**config.mk**
```make
export PLATFORM = sky130hd
export DESIGN_NAME = vl_uart_monitor
export DESIGN_NICKNAME = d
export VERILOG_FILES = /design/src/rtl/vl_uart_mon_pkg.sv /design/src/rtl/vl_uart_mon_fifo.sv /design/src/rtl/vl_uart_monitor.sv
export SDC_FILE = /design/constraint.sdc
export NUM_CORES = 1
export LEC_CHECK = 0
export ABC_AREA = 1
export CAP_MARGIN = 20
export CORE_MARGIN = 2
export CORE_UTILIZATION = 57
export CTS_BUF_LIST = sky130_fd_sc_hd__clkbuf_8
export DETAILED_ROUTE_END_ITERATION = 12
export PLACE_DENSITY = 0.75
export SLEW_MARGIN = 5
export SYNTH_ARGS = -nofsm -noshare
export SYNTH_HDL_FRONTEND = slang
export SYNTH_SLANG_ARGS = --single-unit
```
**constraint.sdc**
```tcl
create_clock -name clk -period 2.65 [get_ports clk]
set_input_delay 0.53 -clock clk [delete_from_list [all_inputs] [get_ports clk]]
set_output_delay 0.53 -clock clk [all_outputs]
set_load 0.005 [all_outputs]
```
**src/rtl/vl_uart_mon_pkg.sv**
```systemverilog
// Shared definitions for the UART console monitor: FSM states, parity modes,
// oversampling constants and the parity helper.
package vl_uart_mon_pkg;

  typedef enum logic [2:0] {
    ST_IDLE   = 3'd0,
    ST_START  = 3'd1,
    ST_DATA   = 3'd2,
    ST_PARITY = 3'd3,
    ST_STOP   = 3'd4,
    ST_BREAK  = 3'd5
  } uart_state_t;

  localparam int PARITY_NONE = 0;
  localparam int PARITY_ODD  = 1;
  localparam int PARITY_EVEN = 2;

  localparam int OVRSAMP    = 16;
  localparam int MID_SAMPLE = 8;

  // Unused upper bits must be zero so they do not disturb the XOR reduction.
  function automatic logic parity_bit(input logic [7:0] data, input int mode);
    logic p;
    p = ^data;
    return (mode == PARITY_ODD) ? ~p : p;
  endfunction

endpackage

```
**src/rtl/vl_uart_mon_fifo.sv**
```systemverilog
// Synchronous first-word-fall-through FIFO; pointers carry one extra bit so
// full and empty are distinguished without a separate counter.
module vl_uart_mon_fifo #(
  parameter int WIDTH = 8,
  parameter int DEPTH = 16
) (
  input  logic             clk,
  input  logic             nrst,
  input  logic             i_push,
  input  logic [WIDTH-1:0] i_data,
  input  logic             i_pop,
  output logic [WIDTH-1:0] o_data,
  output logic             o_full,
  output logic             o_empty
);

  localparam int AW = $clog2(DEPTH);

  logic [WIDTH-1:0] r_mem [DEPTH];
  logic [AW:0]      r_wr_ptr;
  logic [AW:0]      r_rd_ptr;

  always_ff @(posedge clk) begin
    if (!nrst) begin
      r_wr_ptr <= '0;
      r_rd_ptr <= '0;
    end else begin
      if (i_push) r_wr_ptr <= r_wr_ptr + (AW+1)'(1);
      if (i_pop)  r_rd_ptr <= r_rd_ptr + (AW+1)'(1);
    end
  end

  always_ff @(posedge clk) begin
    if (i_push) r_mem[r_wr_ptr[AW-1:0]] <= i_data;
  end

  assign o_empty = (r_wr_ptr == r_rd_ptr);
  assign o_full  = (r_wr_ptr[AW] != r_rd_ptr[AW]) &&
                   (r_wr_ptr[AW-1:0] == r_rd_ptr[AW-1:0]);
  // Head is forced to zero while empty so the output is defined after reset.
  assign o_data  = o_empty ? '0 : r_mem[r_rd_ptr[AW-1:0]];

endmodule

```
**src/rtl/vl_uart_monitor.sv**
```systemverilog
// UART console monitor: synchroniser, 16x tick generator, deframing FSM,
// error counting and output FIFO. Define VL_UART_MON_DISPLAY_EN for console printing.
module vl_uart_monitor
  import vl_uart_mon_pkg::*;
#(
  parameter int         DATA_BITS  = 8,
  parameter int         PARITY     = 0,
  parameter int         STOP_BITS  = 1,
  parameter int         DIV        = 27,
  parameter int         FIFO_DEPTH = 16,
  parameter logic [7:0] END_CODE   = 8'hFF
) (
  input  logic                 clk,
  input  logic                 nrst,
  input  logic                 rxd,
  output logic [DATA_BITS-1:0] data_out,
  output logic                 data_vld,
  input  logic                 data_rdy,
  output logic                 frame_err,
  output logic                 parity_err,
  output logic                 ovf_err,
  output logic [15:0]          err_cnt,
  output logic                 end_seen,
  output uart_state_t          o_dbg_state
);

  localparam int DIV_W = (DIV > 1) ? $clog2(DIV) : 1;

  logic                 r_rxd_meta, r_rxd_sync, r_rxd_prev;
  logic [DIV_W-1:0]     r_div_cnt;
  logic [3:0]           r_os_cnt;
  logic [2:0]           r_bit_cnt;
  logic [DATA_BITS-1:0] r_shift, r_char;
  logic                 r_par_bad, r_stop_bad;
  logic                 r_push_req, r_frame_err, r_parity_err, r_end_seen;
  logic [15:0]          r_err_cnt;
  uart_state_t          r_state;

  logic w_fall, w_tick, w_mid, w_end;
  logic w_stop_bad, w_last_stop, w_par_bad, w_is_end;
  logic w_full, w_empty, w_pop, w_push, w_ovf, w_err_any;

  always_ff @(posedge clk) begin
    if (!nrst) begin
      r_rxd_meta <= 1'b1;
      r_rxd_sync <= 1'b1;
      r_rxd_prev <= 1'b1;
    end else begin
      r_rxd_meta <= rxd;
      r_rxd_sync <= r_rxd_meta;
      r_rxd_prev <= r_rxd_sync;
    end
  end

  assign w_fall      = r_rxd_prev & ~r_rxd_sync;
  assign w_tick      = (r_div_cnt == DIV_W'(DIV - 1));
  assign w_mid       = w_tick && (r_os_cnt == 4'(MID_SAMPLE - 1));
  assign w_end       = w_tick && (r_os_cnt == 4'(OVRSAMP - 1));
  assign w_stop_bad  = r_stop_bad | ~r_rxd_sync;
  assign w_last_stop = (r_bit_cnt == 3'(STOP_BITS - 1));
  assign w_par_bad   = r_rxd_sync != parity_bit(8'(r_shift), PARITY);
  assign w_is_end    = (r_shift == END_CODE[DATA_BITS-1:0]);

  // Bits are sampled on the 8th tick; the final stop bit resolves the character
  // at its sample point so the next start edge is never missed.
  always_ff @(posedge clk) begin
    if (!nrst) begin
      r_state      <= ST_IDLE;
      r_div_cnt    <= '0;
      r_os_cnt     <= '0;
      r_bit_cnt    <= '0;
      r_shift      <= '0;
      r_char       <= '0;
      r_par_bad    <= 1'b0;
      r_stop_bad   <= 1'b0;
      r_push_req   <= 1'b0;
      r_frame_err  <= 1'b0;
      r_parity_err <= 1'b0;
      r_end_seen   <= 1'b0;
    end else begin
      r_push_req   <= 1'b0;
      r_frame_err  <= 1'b0;
      r_parity_err <= 1'b0;
      if (r_state == ST_IDLE || w_tick) r_div_cnt <= '0;
      else                              r_div_cnt <= r_div_cnt + DIV_W'(1);
      if (r_state != ST_IDLE && w_tick) r_os_cnt <= r_os_cnt + 4'd1;
      case (r_state)
        ST_IDLE: begin
          if (w_fall) begin
            r_state    <= ST_START;
            r_os_cnt   <= '0;
            r_par_bad  <= 1'b0;
            r_stop_bad <= 1'b0;
          end
        end
        ST_START: begin
          if (w_mid && r_rxd_sync) begin
            r_state <= ST_IDLE;
          end else if (w_end) begin
            r_state   <= ST_DATA;
            r_bit_cnt <= '0;
          end
        end
        ST_DATA: begin
          if (w_mid) r_shift <= {r_rxd_sync, r_shift[DATA_BITS-1:1]};
          if (w_end) begin
            if (r_bit_cnt == 3'(DATA_BITS - 1)) begin
              r_state   <= (PARITY != PARITY_NONE) ? ST_PARITY : ST_STOP;
              r_bit_cnt <= '0;
            end else begin
              r_bit_cnt <= r_bit_cnt + 3'd1;
            end
          end
        end
        ST_PARITY: begin
          if (w_mid) r_par_bad <= w_par_bad;
          if (w_end) r_state <= ST_STOP;
        end
        ST_STOP: begin
          if (w_mid) begin
            r_stop_bad <= w_stop_bad;
            if (w_last_stop) begin
              r_state <= ST_IDLE;
              if (w_stop_bad) begin
                r_frame_err <= 1'b1;
                if (!r_rxd_sync) r_state <= ST_BREAK;
              end else if (r_par_bad) begin
                r_parity_err <= 1'b1;
              end else if (w_is_end) begin
                r_end_seen <= 1'b1;
              end else begin
                r_push_req <= 1'b1;
                r_char     <= r_shift;
              end
            end
          end else if (w_end) begin
            r_bit_cnt <= r_bit_cnt + 3'd1;
          end
        end
        ST_BREAK: begin
          if (r_rxd_sync) r_state <= ST_IDLE;
        end
        default: r_state <= ST_IDLE;
      endcase
    end
  end

  // A pop in the same cycle frees the slot, so a push into a full FIFO still lands.
  assign w_pop     = ~w_empty & data_rdy;
  assign w_push    = r_push_req & (~w_full | w_pop);
  assign w_ovf     = r_push_req & w_full & ~w_pop;
  assign w_err_any = r_frame_err | r_parity_err | w_ovf;

  always_ff @(posedge clk) begin
    if (!nrst)                               r_err_cnt <= '0;
    else if (w_err_any && r_err_cnt != 16'hFFFF) r_err_cnt <= r_err_cnt + 16'd1;
  end

  vl_uart_mon_fifo #(
    .WIDTH (DATA_BITS),
    .DEPTH (FIFO_DEPTH)
  ) u_fifo (
    .clk     (clk),
    .nrst    (nrst),
    .i_push  (w_push),
    .i_data  (r_char),
    .i_pop   (w_pop),
    .o_data  (data_out),
    .o_full  (w_full),
    .o_empty (w_empty)
  );

  assign data_vld    = ~w_empty;
  assign frame_err   = r_frame_err;
  assign parity_err  = r_parity_err;
  assign ovf_err     = w_ovf;
  assign err_cnt     = r_err_cnt;
  assign end_seen    = r_end_seen;
  assign o_dbg_state = r_state;

`ifdef VL_UART_MON_DISPLAY_EN
  always @(posedge clk) begin
    if (nrst) begin
      if (w_pop)        $write("%c", data_out);
      if (r_frame_err)  $display("\n[vl_uart_monitor] framing error");
      if (r_parity_err) $display("\n[vl_uart_monitor] parity error");
      if (w_ovf)        $display("\n[vl_uart_monitor] fifo overflow, character dropped");
      if (r_end_seen && w_empty) $finish;
    end
  end
`else
`endif

endmodule

```
==> impl_summary.txt, run 1 <==
----------------------------------------------------
[Worst setup path]
  Top cell family by delay on the critical path ... buffers and inverters
  Critical-path cell with the highest stage delay ... dfxtp_4
  Buf/Inv on CP ... 3
  Most used cell along the critical path ... nand2_1
  Reg-to-reg slack, setup ... between 500 and 600 ps
  Largest stage delay on the critical path ... ~410 ps
  Kind of start point of the critical path ... flip-flop
  Nature of the critical path endpoint ... output port
  Critical Path Fanout Max ... 14
  Length in cells of the worst reg-to-reg path ... 7
  WP depth ... 9
  Data required time of the worst path ... 2120 ps
  Endpoint of the worst setup timing path ... data_out[3]
  Type of the setup path with the least slack ... flip-flop to output port
  Launching point of the worst reg2reg path ... err_cnt[0]
  Reg-to-Reg End ... err_cnt[2]
  Cells along the critical path ... buf_4 -> clkbuf_16 -> o21ai_0 -> a21oi_1 -> o22ai_1 -> nand2_1 -> nand2_1 -> nor2_1 -> dlygate4sd2_1
  Critical path arrival ... roughly 2100 ps

[Route]
  Vias per cell ... around 5.4
  Overall via count from detail_route ... around 6400
  Initial DRC count ... 530
  Post-detailed-route count of antenna-violating nets ... 0
  TritonRoute pass-1 iters ... 5
  Post-detailed-route DRC marker count ... 0
  Overall routed net length ... 18.4 mm
  Routed wire length per instance ... between 15 and 20 µm

[Synthesis]
  Yosys synthesis warning count ... 0
  Yosys reg bits ... 198
  Sequential fraction of the synthesis area ... 59.2%
  Mux contribution to synthesized area ... 0%
  Fraction of the mapped netlist area in simple logic gates ... 16.8%
  Gate Count Post-Synth ... 933
  Number of enable-type register cells in the synthesized netlist ... ~130
  Netlist Area Pre-Place ... between 0.008 and 0.009 mm²
  Mapped Avg Cell Area ... roughly 9.5 µm²
  Count of cell types in the netlist ... 38
  Adder and majority cell fraction of the synthesized area ... approximately 2.3%
  Main synth FF type ... edfxtp_1
  Compound-gate portion of the synthesized area ... 12.3%
  Proportion of synthesized flip-flops having asynchronous set or reset ... 0%
  Largest family of logic cells by synthesized area ... simple AND/OR/NAND/NOR gates
  XOR/XNOR Fraction of Synth Area ... under 10%
  Mapped Nets ... around 950

[STA]
  Worst-Margin Slew ... about 760 ps
  Endpoints failing setup ... 0
  Final clock skew ... approximately 13 ps
  Sum Neg Setup Slack ... 0 ps
  Share of the clock period used by the worst path ... between 90% and 100%
  Max-slew violation total from the final report ... 0
  Total count of hold-check failures in the final report ... 0
  Worst slew margin relative to its limit ... between 40% and 50%
  Fmax ... between 300 and 400 MHz
  Clock period minus final worst setup slack ... around 2600 ps
  RSZ-0062 raised after global routing ... yes

[Finish]
  Final antenna diode count ... 0
  Most common library cell in the layout ignoring fill and taps ... nand2_1
  Most frequent cells in the layout ... nand2_1 (155), edfxtp_1 (128), inv_1 (119), a21oi_1 (92), nor2_1 (72)
  Proportion of layout cells with a drive suffix above 1 ... a little under an eighth
  Layout overhead on the synthesized area ... 13.3%
  Number of standard cells in the layout, taps in and fillers out ... approximately 1200
  Net count, final ... around 1000

[Hold path]
  Class of the worst hold path ... flip-flop to flip-flop

[Clock tree]
  Post-CTS clock slew at the launch and capture registers of the worst setup and hold paths ... approximately 90 ps
  Clock insertion delay at the later pin of the skew report ... approximately 470 ps
  Cts bufs inserted ... 17
  Number of H-tree branching levels ... 4
  Sink count of the clock tree ... 198
  Clock Tree Root ... clkbuf_8
  TritonCTS clock tree ... built
  Number of buffers on the longest clock path ... 2

[Die]
  Y dimension of the die ... around 130 µm
  Std-Cell Rows ... 45
  Floorplan die width ... 129 µm
  Die Outline Area ... 0.0166 mm²
  Area inside the core boundary ... around 0.015 mm²
  Starting density of the core ... about three fifths
  Number of top-level pins ... 36

[Outcome]
  Status ... finished, final reports clean

[Power and ir drop]
  Peak supply drop ... 0.393 mV
  Power per unit of standard cell area ... ~550 mW/mm²
  Static Leak ... 0.00387 µW

[Global routing]
  Number of antenna violations at the first check in global routing ... 0
  Wire length of the first global-routing pass ... about 29 mm
  Number of global-route vias before repair ... 5872
  Congestion Overflow GR ... 0
  Aggregate global-route resource usage ... between 20% and 30%
  Largest net degree at the start of global routing ... 48

[Placed design]
  Count of buffers inserted at the top-level ports ... 35
  DPL Wire Length ... approximately 12 mm
  Final weighted congestion in routability-driven placement ... 0.869
  Cell count after placement ... around 1100

[Run]
  Max-capacitance violation count ... 0

----------------------------------------------------
layout make-up:
type,count,area [µm²]
clock inverters,13,116
clock buffers,19,262
well taps,188,235
multi-input cells,575,3010
repair buffers,71,709
flip-flops and latches,198,5260
fillers,1222,5160
inverters,122,458
what timing repair did:
action                                  4_1_cts  5_1_grt
pin swaps                                     3        1
hold buffers                                  0        0
cloned                                        1        1
resized for setup                            13       21
endpoints found under the setup margin        9       10
buffers inserted                              2        1
state kept, by name (all words and copies together), names as in the netlist, 3 cells and up, named ones only:
signal and cells:
u_fifo.r_mem 128, r_bit_cnt 3, o_dbg_state 3, r_os_cnt 4, u_fifo.r_rd_ptr 5, r_char 8, err_cnt 16, u_fifo.r_wr_ptr 5
r_shift 8, r_div_cnt 5
layer usage:
metal	wire [µm]	up-vias	GRT usage [%]
met1	8250	2950	31.1
met3	1030	29	4.37
met4	438	0	9.27
met2	8630	206	36.7
li1	-	3230	-
met5	0	-	0
kinds of logic after synthesis:
group,Yosys count
flops,198
fa+ha+maj,16
xor+xnor,23
buf+inv,160
compound gates,198
simple gates,338
report_power, final:
group          switching [µW]  total [µW]  internal [µW]
logic                     228         357            129
clock network             977        1850            870
registers                34.2        3300           3260
total                    1240        5500           4260
Yosys cell counts (6+ instances only):
cell type    n  area share, %
a21oi_1     93            5.2
a21oi_2     10           0.99
buf_2        8           0.45
clkbuf_1    21           0.89
dfxtp_1     70             16
edfxtp_1   128             43
ha_1        16            2.3
inv_1      115            4.9
inv_2        6           0.25
nand2_1    156            6.6
nand2_2     13           0.92
nand3_1     69            3.9
nand4_1      7           0.49
nor2_1      75            3.2
o211ai_1    19            1.6
o21ai_0     66            3.7
xnor2_1      7           0.69
xor2_1      16            1.6
how the worst min path moves through the flow:
| stage | from | end | slack [ps] | cells after the start |
|---|---|---|---|---|
| after floorplan | r_rxd_meta | r_rxd_sync | 390 | 1 |
| after global placement | r_rxd_meta | r_rxd_sync | 390 | 1 |
| after detailed placement | r_rxd_meta | r_rxd_sync | 400 | 1 |
| after CTS | r_rxd_meta | r_rxd_sync | 420 | 1 |
| after global routing | r_rxd_meta | r_rxd_sync | 440 | 1 |
| final | r_rxd_meta | r_rxd_sync | 420 | 1 |
stage by stage:
| step | util, % | hold WS [ps] | area [µm²] | setup slack (ps) | total power [µW] |
|---|---|---|---|---|---|
| after floorplan | - | 393 | 8870 | 726 | 3630 |
| after global placement | 62.8 | 394 | 9550 | 217 | 3720 |
| after detailed placement | 62.8 | 403 | 9550 | 146 | 3730 |
| after CTS | 65.6 | 425 | 9980 | -196 | 5540 |
| after global routing | 66.1 | 436 | 10000 | -86.0 | 5710 |
| final | 66.1 | 421 | 10000 | 40.6 | 5500 |
No activity file was read; power rests on OpenSTA's default activity.
==> run 2: changes to the inputs <==
--- a/config.mk
+++ b/config.mk
@@ -11,6 +11,7 @@
 export CORE_UTILIZATION = 57
 export CTS_BUF_LIST = sky130_fd_sc_hd__clkbuf_8
 export DETAILED_ROUTE_END_ITERATION = 12
+export GPL_TIMING_DRIVEN = 0
 export PLACE_DENSITY = 0.75
 export SLEW_MARGIN = 5
 export SYNTH_ARGS = -nofsm -noshare
==> impl_summary.txt, run 2 (synthesis gave the netlist of run 1 again) <==
----------------------------------------------------
[Clock tree]
  TritonCTS clock tree ... built
  Clock Tree Root ... clkbuf_8
  Number of H-tree branching levels ... 4
  Number of buffers on the longest clock path ... 2
  Post-CTS clock slew at the launch and capture registers of the worst setup and hold paths ... 100 ps
  Sink count of the clock tree ... 198
  Clock insertion delay at the later pin of the skew report ... ~480 ps
  Cts bufs inserted ... 17
  Hold Buf Count CTS ... 0

[Global routing]
  Largest net degree at the start of global routing ... 19
  Busiest layer in global routing ... met2
  Congestion Overflow GR ... 0
  Wire length of the first global-routing pass ... approximately 30 mm
  Number of antenna violations at the first check in global routing ... 0
  Number of global-route vias before repair ... 6052
  Met2 track demand over resource in global routing ... 39.8%
  Fraction of met3 tracks used by global routing ... about 4%
  Global-route track usage on met1 ... approximately a third
  Aggregate global-route resource usage ... approximately a quarter

[Run]
  Max-capacitance violation count ... 0

[STA]
  Total count of hold-check failures in the final report ... 0
  Setup WS post-layout ... between 30 and 40 ps
  Worst Hold Margin ... 427 ps
  Share of the clock period used by the worst path ... a little over nine tenths
  Worst slew margin relative to its limit ... 43.3%
  Endpoints failing setup ... 0
  Worst-Margin Slew ... 848 ps
  Clock period minus final worst setup slack ... 2610 ps
  RSZ-0062 raised after global routing ... yes
  Final clock skew ... between 20 and 25 ps
  Fmax ... roughly 380 MHz
  Max-slew violation total from the final report ... 0

[Finish]
  Most common library cell in the layout ignoring fill and taps ... nand2_1
  Layout overhead on the synthesized area ... 14.0%
  Proportion of layout cells with a drive suffix above 1 ... between 10 and 15%
  Filler cell count in the final layout ... 1236
  Multi-input gate area ... 0.00308 mm²
  Finished Core Util ... between 60% and 70%
  Net count, final ... 1009
  Flip-flop count of the largest register, all copies and words added ... about 130
  Final antenna diode count ... 0
  Most frequent cells in the layout ... nand2_1 (155), edfxtp_1 (128), inv_1 (113), a21oi_1 (79), nor2_1 (70)
  Storage cell area ... 0.00526 mm²

[Power and ir drop]
  Static Leak ... 0.00380 µW
  Share of total power in combinational logic ... between 6 and 7%
  Net switching power of the design ... 1350 µW
  Peak supply drop ... 0.374 mV
  Int Power ... 4330 µW
  Reg power frac ... about three fifths
  Power per unit of standard cell area ... around 560 mW/mm²
  Clock power frac ... between 30% and 40%
  Switching Share ... 23.8%
  Overall power consumption ... 5670 µW

[Die]
  Area inside the core boundary ... approximately 0.015 mm²
  Starting density of the core ... just under 60%
  Std-Cell Rows ... between 40 and 50
  Y dimension of the die ... about 130 µm
  Floorplan die width ... 129 µm
  Die Outline Area ... 0.0166 mm²
  Number of top-level pins ... 36

[Route]
  Overall via count from detail_route ... roughly 6500
  Post-detailed-route count of antenna-violating nets ... 0
  Overall routed net length ... just under 20 mm
  Vias per cell ... between 5 and 6
  Routed wire length per instance ... about 16 µm
  Post-detailed-route DRC marker count ... 0
  TritonRoute pass-1 iters ... 7
  Initial DRC count ... 642

[Worst setup path]
  Critical path arrival ... ~2100 ps
  Data required time of the worst path ... 2120 ps
  Critical Path Fanout Max ... 10
  Reg-to-reg slack, setup ... around 260 ps
  Kind of start point of the critical path ... flip-flop
  Launching point of the worst reg2reg path ... u_fifo.r_rd_ptr[3]
  Reg-to-Reg End ... u_fifo.r_mem[8][7]
  Type of the setup path with the least slack ... flip-flop to output port
  Length in cells of the worst reg-to-reg path ... 8
  Nature of the critical path endpoint ... output port

[Placed design]
  Pre-CTS setup slack ... -201 ps
  Count of buffers inserted at the top-level ports ... 35
  DPL Wire Length ... about 13 mm
  Final weighted congestion in routability-driven placement ... a little under 0.9

[Hold path]
  Min-Delay Endpoint ... r_rxd_sync
  Class of the worst hold path ... flip-flop to flip-flop
  Source of the worst hold timing path ... r_rxd_meta
  Number of cells on the worst hold path ... 1

[Outcome]
  Status ... finished, final reports clean

----------------------------------------------------
run 2: final cells by class:
class                   instances  area share, %
plain buffers                  36           3.01
repair buffers                 39           3.53
flip-flops and latches        198           52.0
clock inverters                12           1.44
multi-input cells             575           30.4
inverters                     122           4.53
clock buffers                  20           2.72
well taps                     188           2.33
run 2: what timing repair did:
| action | 4_1_cts | 5_1_grt |
|---|---|---|
| endpoints found under the setup margin | 10 | 16 |
| endpoints found under the hold margin | 0 | 0 |
| setup buffers | 2 | 2 |
| resized for setup | 89 | 33 |
| pin swaps | 11 | 7 |
run 2: power groups by stage:
| stage | clock network [µW] | registers (µW) | logic, µW |
|---|---|---|---|
| floorplan | 0 | 3360 | 265 |
| global placement | 0 | 3370 | 359 |
| detailed placement | 0 | 3370 | 360 |
| CTS | 2030 | 3300 | 363 |
| global route | 2140 | 3300 | 412 |
| finish | 2010 | 3300 | 363 |
run 2: critical path, cell delays in order, from the launching register on:
cell and delay (ps):
dfxtp_2 340, buf_8 140, buf_12 150, buf_12 140
o211ai_1 220, nand3_1 120, a21oi_1 140, nor2_1 80
dlygate4sd2_1 260
run 2: how the worst max path moves through the flow:
stage / depth (start not counted) / from / endpoint / slack [ps]
global placement: 8 / flip-flop / data_out[4] / -190
floorplan: 11 / u_fifo.r_wr_ptr[2] / u_fifo.r_mem[12][0] / 730
CTS: 8 / flip-flop / data_out[2] / -50
global route: 8 / flip-flop / data_out[6] / -20
finish: 8 / flip-flop / data_out[4] / 40
detailed placement: 8 / flip-flop / data_out[4] / -200
run 2: metrics by stage:
| stage | cell area (µm²) | setup TNS [ps] | std cells |
|---|---|---|---|
| after floorplan | 8870 | 0 | 933 |
| after global placement | 9450 | -4390 | 1156 |
| after detailed placement | 9450 | -5380 | 1156 |
| after CTS | 10100 | -64.2 | 1189 |
| after global routing | 10100 | -73.3 | 1190 |
| final | 10100 | 0 | 1190 |
run 2: layer usage:
layer | up-vias | share of wire [%]
li1 | 3253 | -
met1 | 3015 | 45
met2 | 233 | 47
met3 | 36 | 5.7
met4 | 0 | 2.3
met5 | - | 0
==> patch 1, RTL diff (flow settings as in run 2) <==
Put one more register stage on the output `o_dbg_state`. The value now appears one clock later. The other outputs are not delayed to match.
--- a/src/rtl/vl_uart_monitor.sv
+++ b/src/rtl/vl_uart_monitor.sv
@@ -178,3 +178,5 @@
   assign end_seen    = r_end_seen;
-  assign o_dbg_state = r_state;
+  always_ff @(posedge clk) begin
+    o_dbg_state <= r_state;
+  end
 
Formal check against the unedited RTL: not equivalent (a bounded check fails within 4 cycles, from zero or initial values and one cycle with nrst low).
==> patch 1 against run 2 <==
Maximum frequency up 0.67%. Sequential share of layout area decreased by 0.81 points. Wire length increased by 3.2%. Final area up 2.6%. Synthesized area about the same. Worst hold slack got worse by 0.032 ns. Sequential cell count is 3 higher. Global-route usage increased by 0.31 points. Worst setup slack gained 0.017 ns.
Power is not compared: it rests on default switching activity, and its combinational part moved more than twofold at a synthesized area within 25%.
==> patch 1: results <==
[synthesis]
synth_cell_type_count = 33
yosys-top-cells-count = 151 x nand2_1, 128 x edfxtp_1, 125 x inv_1

[grt]
grt_max_degree = 18
grt_pass1_wl_mm = 31.8
grt_pass1_vias = 6402
grt_usage = 0.246

[timing]
fin_worst_skew_ns = 0.0117
slew_headroom = 0.429

[routing]
dr.pass1.iters = 5
wl_met2_mm = 9.34
vias = 6564
wl_met3_mm = 1.25
wl_met1_mm = 8.81
wl_per_cell_um = 16.2

[clock_network]
cts.reportedPaths.clkPinSlew_ns = 0.06
postCtsSetupBuffers = 5
numCtsBuffers = 34
post_cts_resized = 75
h-tree-depth = 2
clock_latency_ns = 0.51
cts_buffer_depth = 3

[place]
dp_hpwl_mm = 12.7
dpl_worst_slack_ns = -0.107
place_area_um2 = 9440
io_buffers = 35

[run_status]
status = finished, final reports clean

[pwr]
cell_internal_pwr_w = 0.00509

[final_layout]
drive_gt1_frac = 0.142

[worst_setup_path]
crit_fanout = 7
[patch 1: per-layer routing]
layer / vias up / GRT usage
li1: 3282 / -
met1: 3021 / 0.322
met2: 221 / 0.407
met3: 40 / 0.0565
met4: 0 / 0.0857
met5: - / 0
[patch 1: cell families after synthesis]
| logic type | Yosys count | synth area share |
|---|---|---|
| simple gates | 320 | 0.158 |
| fa+ha+maj | 16 | 0.0226 |
| xor+xnor | 23 | 0.0227 |
| flops | 201 | 0.599 |
| buf+inv | 170 | 0.0760 |
| compound gates | 203 | 0.121 |
[patch 1: final timing paths]
path	slack (ns)	start	endpoint	cells past startpoint
max	0.05	flop	data_out[6]	8
min	0.40	r_state[1]	o_dbg_state[1]	0
max reg2reg	0.32	u_fifo.r_wr_ptr[2]	u_fifo.r_mem[9][0]	11
min reg2reg	0.40	r_state[1]	o_dbg_state[1]	0
[patch 1: worst max-delay path: stages (launching register included)]
cell and delay (ns):
dfxtp_2 0.34, buf_6 0.13, buf_12 0.14, buf_16 0.12, o211ai_1 0.20, nand3_1 0.10, a21oi_1 0.24, nor2_2 0.08
clkdlybuf4s15_1 0.20
[patch 1: power groups by stage]
stage / Sequential (W) / Combinational [W] / Clock, W
final: 0.00340 / 0.000805 / 0.00267
after global routing: 0.00340 / 0.000909 / 0.00284
after CTS: 0.00340 / 0.000779 / 0.00271
after detailed placement: 0.00346 / 0.000722 / 0
after global placement: 0.00346 / 0.000711 / 0
after floorplan: 0.00345 / 0.000505 / 0
[patch 1: layout make-up]
| cell class | count | area, um2 |
|---|---|---|
| well taps | 188 | 235 |
| multi-input cells | 562 | 2980 |
| clock inverters | 25 | 160 |
| flip-flops and latches | 201 | 5310 |
| repair buffers | 43 | 415 |
| clock buffers | 35 | 482 |
| plain buffers | 37 | 290 |
| fillers | 1171 | 4830 |
| inverters | 133 | 502 |
==> patch 2, RTL diff (settings of run 2) <==
Without the edit above. Change the parameter `FIFO_DEPTH` from 16 to 32.
--- a/src/rtl/vl_uart_monitor.sv
+++ b/src/rtl/vl_uart_monitor.sv
@@ -9,3 +9,3 @@
   parameter int         DIV        = 27,
-  parameter int         FIFO_DEPTH = 16,
+  parameter int         FIFO_DEPTH = 32,
   parameter logic [7:0] END_CODE   = 8'hFF
Check against the original RTL: same outputs for any inputs over 4 cycles, from zero or initial values and one cycle with nrst low; that may be too few to reach the edited logic, so the function may still have changed.
==> patch 2 against run 2 <==
The run now ends with setup timing left. Non-clock buffer count up 80. Maximum frequency down 8.4%. Sequential share of layout area up 2.3 points. Synthesized area up 58%. Final area up 67%. Critical path type unchanged. Wire length up 94%. Register-to-register slack worse by 0.09 ns. Worst setup slack worse by 0.24 ns. Sequential cell count up 131. Power up 89%. Worst hold slack better by 0.0082 ns. Cell count up 53%. Sequential power up 68%.
==> patch 2: results <==
[run_status]
status = complete, but fails checks
violations = setup timing

[place]
dp_hpwl_mm = 23.9
post-place-cells = 1695
gp_congestion = 0.908
io_buffers = 34

[routing]
vias_per_cell = 5.93
wl_met1_mm = 14.3
topRoutingLayerUsed = met4
drt-total-wl_mm = 37.3
drtIter0Drc = 1228
wl_met3_mm = 3.80
dr.pass1.iters = 5
wl_met2_mm = 17.3

[synthesis]
yosys_warnings = 0
async_flop_share = 0
yosysSeqAreaShare = 0.655
synth_edf_count = 256
yosys-top-cells-count = 256 x edfxtp_1, 245 x nor2_1, 144 x o21ai_0
synth_cell_type_count = 34
synthFlopType = edfxtp_1
avgSynthCellArea_um2 = 10.6
syn_nets = 1336
yosys-top-cells-area = edfxtp_1 55%, dfxtp_1 10%, nor2_1 6.6%

[grt]
antenna_found_initial = 0
grt_pass1_wl_mm = 57.2
grt_usage = 0.288
grt_max_degree = 34
grt_pass1_vias = 10600

[worst_setup_path]
r2r_start = u_fifo.r_wr_ptr[3]
arrival_ns = 2.32
crit_fanout = 7
crit_type = reg -> out

[final_layout]
largest_reg_flops = 256
drive_gt1_frac = 0.182
final_cells = 1819
antenna_cells = 0
fin_nets = 1476

[min_path]
hp-start = nrst
hold_path_class = in -> reg

[clock_network]
root_buffer = clkbuf_8
clock_latency_ns = 0.57
numCtsBuffers = 52
h-tree-depth = 2
cts_buffer_depth = 3
cts.reportedPaths.clkPinSlew_ns = 0.06

[timing]
fin_ws_ns = -0.202
fin_setup_tns_ns = -1.48
fin_worst_skew_ns = 0.0175
tightest_slew_ns = 0.937
setup_viol = 8

[pwr]
ir_drop_v = 0.000465
p_leak_nw = 6.18
[patch 2: critical path, stage by stage (launching register included)]
cell	delay [ns]
dfxtp_2	0.33
buf_12	0.14
clkinv_8	0.07
buf_12	0.15
buf_8	0.14
nor2_2	0.03
o211ai_1	0.25
nand3_1	0.18
nand3_1	0.13
nand2_1	0.07
nor2_2	0.12
buf_2	0.14
[patch 2: power by group]
group          switching (W)  internal, W  total [W]
clock                0.00195      0.00225    0.00419
sequential         0.0000425      0.00552    0.00556
combinational       0.000586     0.000379   0.000965
total                0.00257      0.00815     0.0107
[patch 2: kinds of logic after synthesis]
family / share of synthesized area
and+or+nand+nor: 0.155
DFF: 0.655
AOI/OAI and AO/OA: 0.116
buffers and inverters: 0.0499
adders and majority gates: 0.0143
xor gates and xnor gates: 0.00940
[patch 2: cell type report]
class / count / area [um2]
plain buffers: 68 / 653
clock buffers: 60 / 826
clock inverters: 33 / 184
fillers: 1690 / 7320
inverters: 91 / 354
multi-input cells: 827 / 4310
flip-flops and latches: 329 / 9160
well taps: 324 / 405
repair buffers: 87 / 970
[patch 2: per-layer routing]
layer,track usage,vias up
li1,-,4906
met1,0.371,5094
met2,0.468,639
met3,0.0610,147
met4,0.144,0
met5,0,-
[patch 2: repair_timing]
item | 4_1_cts | 5_1_grt
buffers inserted | 11 | 2
resized for setup | 185 | 47
pin swaps | 55 | 41
cloned | 7 | 1
endpoints found under the setup margin | 10 | 32
[patch 2: final timing paths]
| path | slack, ns | end | depth (start not counted) |
|---|---|---|---|
| worst min register to register | 0.43 | r_rxd_sync | 1 |
| worst max-delay path | -0.20 | data_out[5] | 11 |
| worst max register to register | 0.17 | u_fifo.r_mem[26][5] | 10 |
| worst min-delay path | 0.43 | r_stop_bad | 3 |
[patch 2: through the flow]
| stage | area, um2 | hold slack [ns] | worst slack (ns) | utilization | power [W] |
|---|---|---|---|---|---|
| after floorplan | 14000 | 0.393 | 0.607 | - | 0.00617 |
| after global placement | 14700 | 0.399 | -0.504 | 0.609 | 0.00641 |
| after detailed placement | 15000 | 0.412 | -0.510 | 0.619 | 0.00643 |
| after CTS | 16600 | 0.372 | -0.182 | 0.686 | 0.0107 |
| after global routing | 16900 | 0.440 | -0.265 | 0.697 | 0.0111 |
| final | 16900 | 0.435 | -0.202 | 0.697 | 0.0107 |
